## config.mk

```make
export PLATFORM = sky130hd
export DESIGN_NAME = cla_digit_serial_addsub
export DESIGN_NICKNAME = d
export VERILOG_FILES = /design/src/rtl/cla_digit_serial_addsub.sv
export SDC_FILE = /design/constraint.sdc
export NUM_CORES = 1
export LEC_CHECK = 0
export ABC_AREA = 1
export CAP_MARGIN = 30
export CELL_PAD_IN_SITES_DETAIL_PLACEMENT = 1
export CELL_PAD_IN_SITES_GLOBAL_PLACEMENT = 2
export CORE_UTILIZATION = 30
export CTS_CLUSTER_DIAMETER = 30
export DETAILED_ROUTE_END_ITERATION = 16
export GPL_TIMING_DRIVEN = 1
export PLACE_DENSITY_LB_ADDON = 0.08
export REMOVE_ABC_BUFFERS = 1
export SLEW_MARGIN = 40
export SYNTH_ARGS = -nofsm -noshare
export SYNTH_HDL_FRONTEND = slang
export SYNTH_SLANG_ARGS = --single-unit
```

## constraint.sdc

```tcl
create_clock -name clk -period 9 [get_ports clk]
set_input_delay 1.8 -clock clk [delete_from_list [all_inputs] [get_ports clk]]
set_output_delay 1.8 -clock clk [all_outputs]
set_load 0.01 [all_outputs]
```

## src/rtl/cla_digit_serial_addsub.sv

```systemverilog
// Digit-serial lookahead adder/subtractor: one DIGIT-bit slice is resolved per RUN cycle.
// Optional zero-result flag output enabled by defining CLA_DIGIT_SERIAL_ZERO_FLAG_EN.
module cla_digit_serial_addsub #(
    parameter int WIDTH = 32,
    parameter int DIGIT = 8
) (
    input  logic             clk,
    input  logic             rst_n,
    input  logic             in_valid,
    output logic             in_ready,
    input  logic [WIDTH-1:0] a,
    input  logic [WIDTH-1:0] b,
    input  logic             cin,
    input  logic             sub,
    output logic             out_valid,
    input  logic             out_ready,
    output logic [WIDTH-1:0] sum,
    output logic             cout,
    output logic             ovf,
`ifdef CLA_DIGIT_SERIAL_ZERO_FLAG_EN
    output logic             zero,
`endif
    output logic [1:0]       dbg_state
);

    localparam int NDIG = WIDTH / DIGIT;
    localparam int CW   = (NDIG > 1) ? $clog2(NDIG) : 1;
    localparam logic [CW-1:0] LAST_CNT = CW'(NDIG - 1);

    typedef enum logic [1:0] {
        S_IDLE = 2'd0,
        S_RUN  = 2'd1,
        S_DONE = 2'd2
    } state_t;

    state_t r_state;
    state_t w_state_nxt;

    logic [CW-1:0]    r_cnt;
    logic             r_carry;
    logic [WIDTH-1:0] r_a;
    logic [WIDTH-1:0] r_b;
    logic [WIDTH-1:0] r_sum;
    logic             r_cout;
    logic             r_ovf;
`ifdef CLA_DIGIT_SERIAL_ZERO_FLAG_EN
    logic             r_zacc;
    logic             r_zero;
`endif

    logic [DIGIT-1:0] w_a_dig;
    logic [DIGIT-1:0] w_b_dig;
    logic [DIGIT-1:0] w_g;
    logic [DIGIT-1:0] w_p;
    logic [DIGIT:0]   w_c;
    logic [DIGIT-1:0] w_s_dig;
    logic             w_accept;
    logic             w_last;

    // Handshakes: a transfer happens on a rising edge where valid and ready are
    // both high; in_ready only in IDLE, out_valid only in DONE, so an output
    // handshake and a new accept can never share an edge.
    assign in_ready  = (r_state == S_IDLE);
    assign out_valid = (r_state == S_DONE);
    assign w_accept  = in_ready & in_valid;
    assign w_last    = (r_cnt == LAST_CNT);
    assign sum       = r_sum;
    assign cout      = r_cout;
    assign ovf       = r_ovf;
    assign dbg_state = r_state;
`ifdef CLA_DIGIT_SERIAL_ZERO_FLAG_EN
    assign zero      = r_zero;
`endif

    assign w_a_dig = r_a[int'(r_cnt) * DIGIT +: DIGIT];
    assign w_b_dig = r_b[int'(r_cnt) * DIGIT +: DIGIT];
    assign w_g     = w_a_dig & w_b_dig;
    assign w_p     = w_a_dig ^ w_b_dig;

    always_comb begin
        logic [DIGIT:0] c;
        c    = '0;
        c[0] = r_carry;
        for (int i = 0; i < DIGIT; i++) begin
            c[i+1] = w_g[i] | (w_p[i] & c[i]);
        end
        w_c = c;
    end

    assign w_s_dig = w_p ^ w_c[DIGIT-1:0];

    always_ff @(posedge clk or negedge rst_n) begin
        if (!rst_n) begin
            r_state <= S_IDLE;
        end else begin
            r_state <= w_state_nxt;
        end
    end

    always_comb begin
        w_state_nxt = r_state;
        case (r_state)
            S_IDLE:  if (in_valid) w_state_nxt = S_RUN;
            S_RUN:   if (w_last) w_state_nxt = S_DONE;
            S_DONE:  if (out_ready) w_state_nxt = S_IDLE;
            default: w_state_nxt = S_IDLE;
        endcase
    end

    always_ff @(posedge clk or negedge rst_n) begin
        if (!rst_n) begin
            r_cnt   <= '0;
            r_carry <= 1'b0;
            r_a     <= '0;
            r_b     <= '0;
            r_sum   <= '0;
            r_cout  <= 1'b0;
            r_ovf   <= 1'b0;
`ifdef CLA_DIGIT_SERIAL_ZERO_FLAG_EN
            r_zacc  <= 1'b0;
            r_zero  <= 1'b0;
`endif
        end else if (w_accept) begin
            // Subtraction is a + ~b + ~borrow, so invert b and the carry-in once here.
            r_a     <= a;
            r_b     <= b ^ {WIDTH{sub}};
            r_carry <= cin ^ sub;
            r_cnt   <= '0;
`ifdef CLA_DIGIT_SERIAL_ZERO_FLAG_EN
            r_zacc  <= 1'b0;
`endif
        end else if (r_state == S_RUN) begin
            r_sum[int'(r_cnt) * DIGIT +: DIGIT] <= w_s_dig;
            r_carry <= w_c[DIGIT];
            r_cnt   <= w_last ? '0 : r_cnt + CW'(1);
`ifdef CLA_DIGIT_SERIAL_ZERO_FLAG_EN
            r_zacc  <= r_zacc | (|w_s_dig);
`endif
            if (w_last) begin
                r_cout <= w_c[DIGIT];
                r_ovf  <= w_c[DIGIT] ^ w_c[DIGIT-1];
`ifdef CLA_DIGIT_SERIAL_ZERO_FLAG_EN
                r_zero <= ~(r_zacc | (|w_s_dig));
`endif
            end
        end
    end

endmodule

```

After elaboration in Yosys (flattened, before gate mapping):

Index checks and enable logic that the tools add are counted.

* word-level logic and storage cells: 59
* output and inout bits: 38
* input bits: 70
* register bits after elaboration: 103

* shifts and indexed selects: 4
* reductions and logical operators: 5
* equal/unequal tests: 6
* add/sub/neg operators: 2
* multiplexer cells: 10
* bitwise operators: 24

Operator list (count)
* $shiftx A32 B6 Y8: 2
* $neg A5 Y33: 1
* $shift A8 B33 Y32 const A: 1
* $shiftx A8 B33 Y32: 1
* $bwmux W32: 1
* $xor A32 B32 Y32: 1
* $xor A8 B8 Y8: 2
* $mux W2: 6
* $and A1 B1 Y1: 9
* $and A8 B8 Y8: 1
* $or A1 B1 Y1: 8
* $pmux W2 S3: 1
* $reduce_and A3 Y1: 2
* $eq A2 B2 Y1 const B: 2
* $ne A2 B2 Y1 const B: 2
* $add A2 B1 Y2 const B: 1
* $eq A2 B1 Y1 const B: 1
* $logic_not A2 Y1: 1
* $mux W1: 2
* $ne A2 B1 Y1 const B: 1
* $reduce_and A2 Y1: 1
* $reduce_bool A2 Y1: 1
* $xor A1 B1 Y1: 2
* $not A1 Y1: 1

Logic depth before layout (Yosys ltp):

* depth in word-level cells: 20
* gate-level depth with buffers: 20
* mapped depth without buffers: 19

Worst setup path after synthesis:

No wires, ideal clock.

* kind: register to register
* start: reg r_cnt[0]
* end: reg r_sum[23], in the netlist sum[23]
* cell stages (with the launch flop): 20
* buffers on the path: 2
* setup slack: 4481 ps
* data required time: 8882 ps
* library setup time: 118 ps
* clock period less this slack: 4519 ps
* arrival time: 4401 ps
* path through: dfrtp_1 > buf_2 > clkinv_1 > buf_2 > nand2_1 > o211ai_1 > nand2_1 > fa_1 > inv_1 > fa_1 > fa_1 > fa_1 > fa_1 > fa_1 > fa_1 > inv_1 > fa_1 > nand2_1 > nand3b_1 > nand2_1

* cells in the longest elaborated chain, start to end: 19
* elaborated cells between the ends (all ways): 23
* those cells by class: 1 x add/sub; 4 x shift; 1 x mux; 17 x bitwise

Ends and longest elaborated chain
* start: declaration: RTL line 39 `logic [CW-1:0] r_cnt;`
* start signal: assignment: RTL line 135 `r_cnt <= w_last ? '0 : r_cnt + CW'(1);`
* $shiftx A32 B6 Y8 (on tied branches): RTL line 75, 76
* $xor A8 B8 Y8: RTL line 78 `assign w_p = w_a_dig ^ w_b_dig;`
* $and A1 B1 Y1: RTL line 85 `c[i+1] = w_g[i] | (w_p[i] & c[i]);`
* $or A1 B1 Y1: RTL line 85
* $and A1 B1 Y1: RTL line 85
* $or A1 B1 Y1: RTL line 85
* $and A1 B1 Y1: RTL line 85
* $or A1 B1 Y1: RTL line 85
* [3 not listed]
* $or A1 B1 Y1: RTL line 85
* $and A1 B1 Y1: RTL line 85
* $or A1 B1 Y1: RTL line 85
* $and A1 B1 Y1: RTL line 85
* $or A1 B1 Y1: RTL line 85
* $xor A8 B8 Y8: RTL line 90 `assign w_s_dig = w_p ^ w_c[DIGIT-1:0];`
* $shiftx A8 B33 Y32: RTL line 133 `r_sum[int'(r_cnt) * DIGIT +: DIGIT] <= w_s_dig;`
* $bwmux W32 (*): RTL line 133
* end signal: indexed assignment: RTL line 133
* end: declaration: RTL line 43 `logic [WIDTH-1:0] r_sum;`

Mark *: on every way between the ends. The rest lies on a longest branch, timed or not.
A chain may end at the register's enable or synchronous reset.

Final worst setup path:

* start: reg r_cnt[0]
* end: reg r_sum[31], in the netlist sum[31]

Same word-level chain as after synthesis.

==> out/results.ini <==
[place]
place.gp.congestion = 0.719
dp_hpwl_um = 9940
io_buffers = 107
dpl-instance-area_um2 = 6250

[die]
design.portCount = 108
dieArea_um2 = 17300
rows = 46
die_h_um = 132
core-area_um2 = 16100
start_util_pct = 31.2
die_x_um = 132

[cts]
holdBufCountCts = 0
cts_tree = done
clkLatencyLatePin_ns = 0.35
cts-root-buf = clkbuf_16
clk_pin_slew_ns = 0.07
cts_buffers = 9
cts_resized = 0
post-cts-setup-buffers = 0
clock_sinks = 103
clock_path_buffers = 2
htree_levels = 3

[outcome]
status = finished clean

[routing]
ant_nets = 0
vias = 4184
drt-initial-drc-count = 170
wl_per_cell_um = 15.0
drc = 0
viasPerCell = 4.56
routed_wl_um = 13800
drt_pass1_iterations = 4

[worst_setup_path]
crit_path_top_delay_cell = clkinv_2
cp_common_cell = fa_1
reg2reg_slack_ns = 3.58
critPathKind = flip-flop to flip-flop
max_stage_delay_ns = 0.59
reg2reg_from = r_cnt[0]$_DFFE_PN0P_
cp_data_arrival_time_ns = 5.64
worstReg2RegEnd = sum[31]$_DFFE_PN0P_
required_ns = 9.22
endpoint_kind = flip-flop
cp_max_fo = 46
start_kind = flip-flop
crit_chain = buf_4, clkinv_2, nand2_1, o211ai_1, nand2_1, fa_1, inv_1, fa_1, fa_1, fa_1, fa_1, fa_1, fa_1, inv_1, fa_1, nand3_1, o21ai_0
reg2reg_depth = 17

[yosys]
ys_ff_latch = 103
avgSynthCellArea_um2 = 8.34
synthFlopType = dfrtp_1
ys_seq_area_share_pct = 51.2
async_flop_share_pct = 100
ys_types = 24
yosys_warnings = 0
synth_area_um2 = 5030
synth_edf_count = 0
syn_inst = 603

[global_route]
grt_pass1_vias = 4346
grt_overflow = 0
antenna_found_initial = 0
grt_pass1_wl_um = 22900
grt.total_usage_pct = 16.8
grt_max_degree = 65

[timing]
tns_ns = 0
maxSlewHeadroom_pct = 49.8
period_minus_slack_ns = 5.42
worstMarginPinSlew_ns = 0.753
skew_ns = 0.00894
fmax_mhz = 185
hold_viol_final = 0
post-route-period-util_pct = 60.2
rsz0062_at_grt = false
finalMaxSlewViolations = 0
setup_viol = 0

[power_and_ir_drop]
power_density_nw_per_um2 = 360
power.leakage_nw = 2.99
vdd_drop_max_mv = 0.132

[finish]
antenna_cells = 0
final_common_cell = nand2_1
finalInstanceArea_um2 = 6530
drive_above_1_share_pct = 4.28
fin_nets = 781
synthToLayoutAreaGrowth_pct = 29.9
layout_common_cells = nand2_1, clkdlybuf4s50_1, dfrtp_1, o21ai_0, nand3_1
nFillCells = 1918

[flow_run]
cap_violations = 0

[hold_path]
min_from = r_a[10]$_DFFE_PN0P_
min_path_cells = 2
worstHoldEndpoint = r_a[10]$_DFFE_PN0P_
hp-class = flip-flop to flip-flop

[routing by layer]
| metal | GRT usage, % | part of all wire (%) | vias up |
|---|---|---|---|
| li1 | - | - | 2085 |
| met1 | 22.2 | 47 | 2007 |
| met2 | 27.9 | 48 | 82 |
| met3 | 2.58 | 3.3 | 10 |
| met4 | 5.94 | 1.4 | 0 |
| met5 | 0 | 0 | - |
[worst max-delay path by stage]
stage | from | endpoint | slack [ns] | depth (start not counted)
after floorplan | r_cnt[0]$_DFFE_PN0P_ | sum[23]$_DFFE_PN0P_ | 3.31 | 17
after global placement | r_cnt[0]$_DFFE_PN0P_ | sum[23]$_DFFE_PN0P_ | 3.19 | 18
after detailed placement | r_cnt[0]$_DFFE_PN0P_ | sum[31]$_DFFE_PN0P_ | 3.52 | 17
after CTS | r_cnt[0]$_DFFE_PN0P_ | sum[31]$_DFFE_PN0P_ | 3.53 | 17
after global routing | r_cnt[0]$_DFFE_PN0P_ | sum[31]$_DFFE_PN0P_ | 3.18 | 17
final | r_cnt[0]$_DFFE_PN0P_ | sum[31]$_DFFE_PN0P_ | 3.58 | 17
[power by group]
part,internal (mW),switching (mW)
clock network,0.201,0.171
registers,0.661,0.121
logic,0.470,0.729
[cells by family (layout without fill, tap and decap cells)]
family / count (synthesis) / after routing / share of synthesized area (%)
buffers and inverters: 47 / 145 / 4.68
and+or+nand+nor: 333 / 333 / 26.3
xor gates and xnor gates: 33 / 33 / 5.74
adders and majority gates: 14 / 14 / 4.68
DFF: 103 / 103 / 51.2
AOI/OAI and AO/OA: 73 / 73 / 7.41
[sequential cells by signal, summed over array words and instances (netlist names)]
register	count
r_a	32
r_carry	1
ovf	1
dbg_state	2
r_cnt	2
cout	1
sum	32
r_b	32
[Yosys cell counts, drive strengths merged, types with 2 or more instances]
library cell	instances	area, um^2
fa	8	160
inv	16	60.1
xnor2	32	280
dfrtp	103	2580
o211ai	2	15.0
o21ai	70	350
clkbuf	10	45.0
nor2	30	128
buf	20	126
ha	6	75.1
nand3	38	190
nand2	264	996
[final cells by class]
| cell class | instances | area [um^2] | share of cell area, % |
|---|---|---|---|
| clock inverter | 3 | 18.8 | 0.287 |
| multi-input combinational | 453 | 2220 | 34.0 |
| clock buffer | 12 | 256 | 3.93 |
| tap | 216 | 270 | 4.14 |
| inverter | 17 | 65.1 | 0.996 |
| sequential | 103 | 2580 | 39.4 |
| timing repair buffer | 113 | 1130 | 17.3 |
[per-stage QoR]
stage	power, mW	worst slack [ns]	utilization (%)	hold slack, ns	cells
final	2.35	3.58	40.5	0.480	917
after global routing	2.58	3.18	40.5	0.500	917
after CTS	2.40	3.53	40.5	0.486	917
after detailed placement	2.02	3.52	38.8	0.468	902
after global placement	1.98	3.19	38.7	0.465	901
after floorplan	1.51	3.31	-	0.444	573
[worst max-delay path: cells and delay by family, from the launching register on]
family,cells,cell delay (ns)
adders and majority gates,8,3.13
AOI/OAI and AO/OA,2,0.20
DFF,1,0.32
and+or+nand+nor,3,0.44
buffers and inverters,4,1.19
Note: power is estimated with default switching activity, not from simulation.
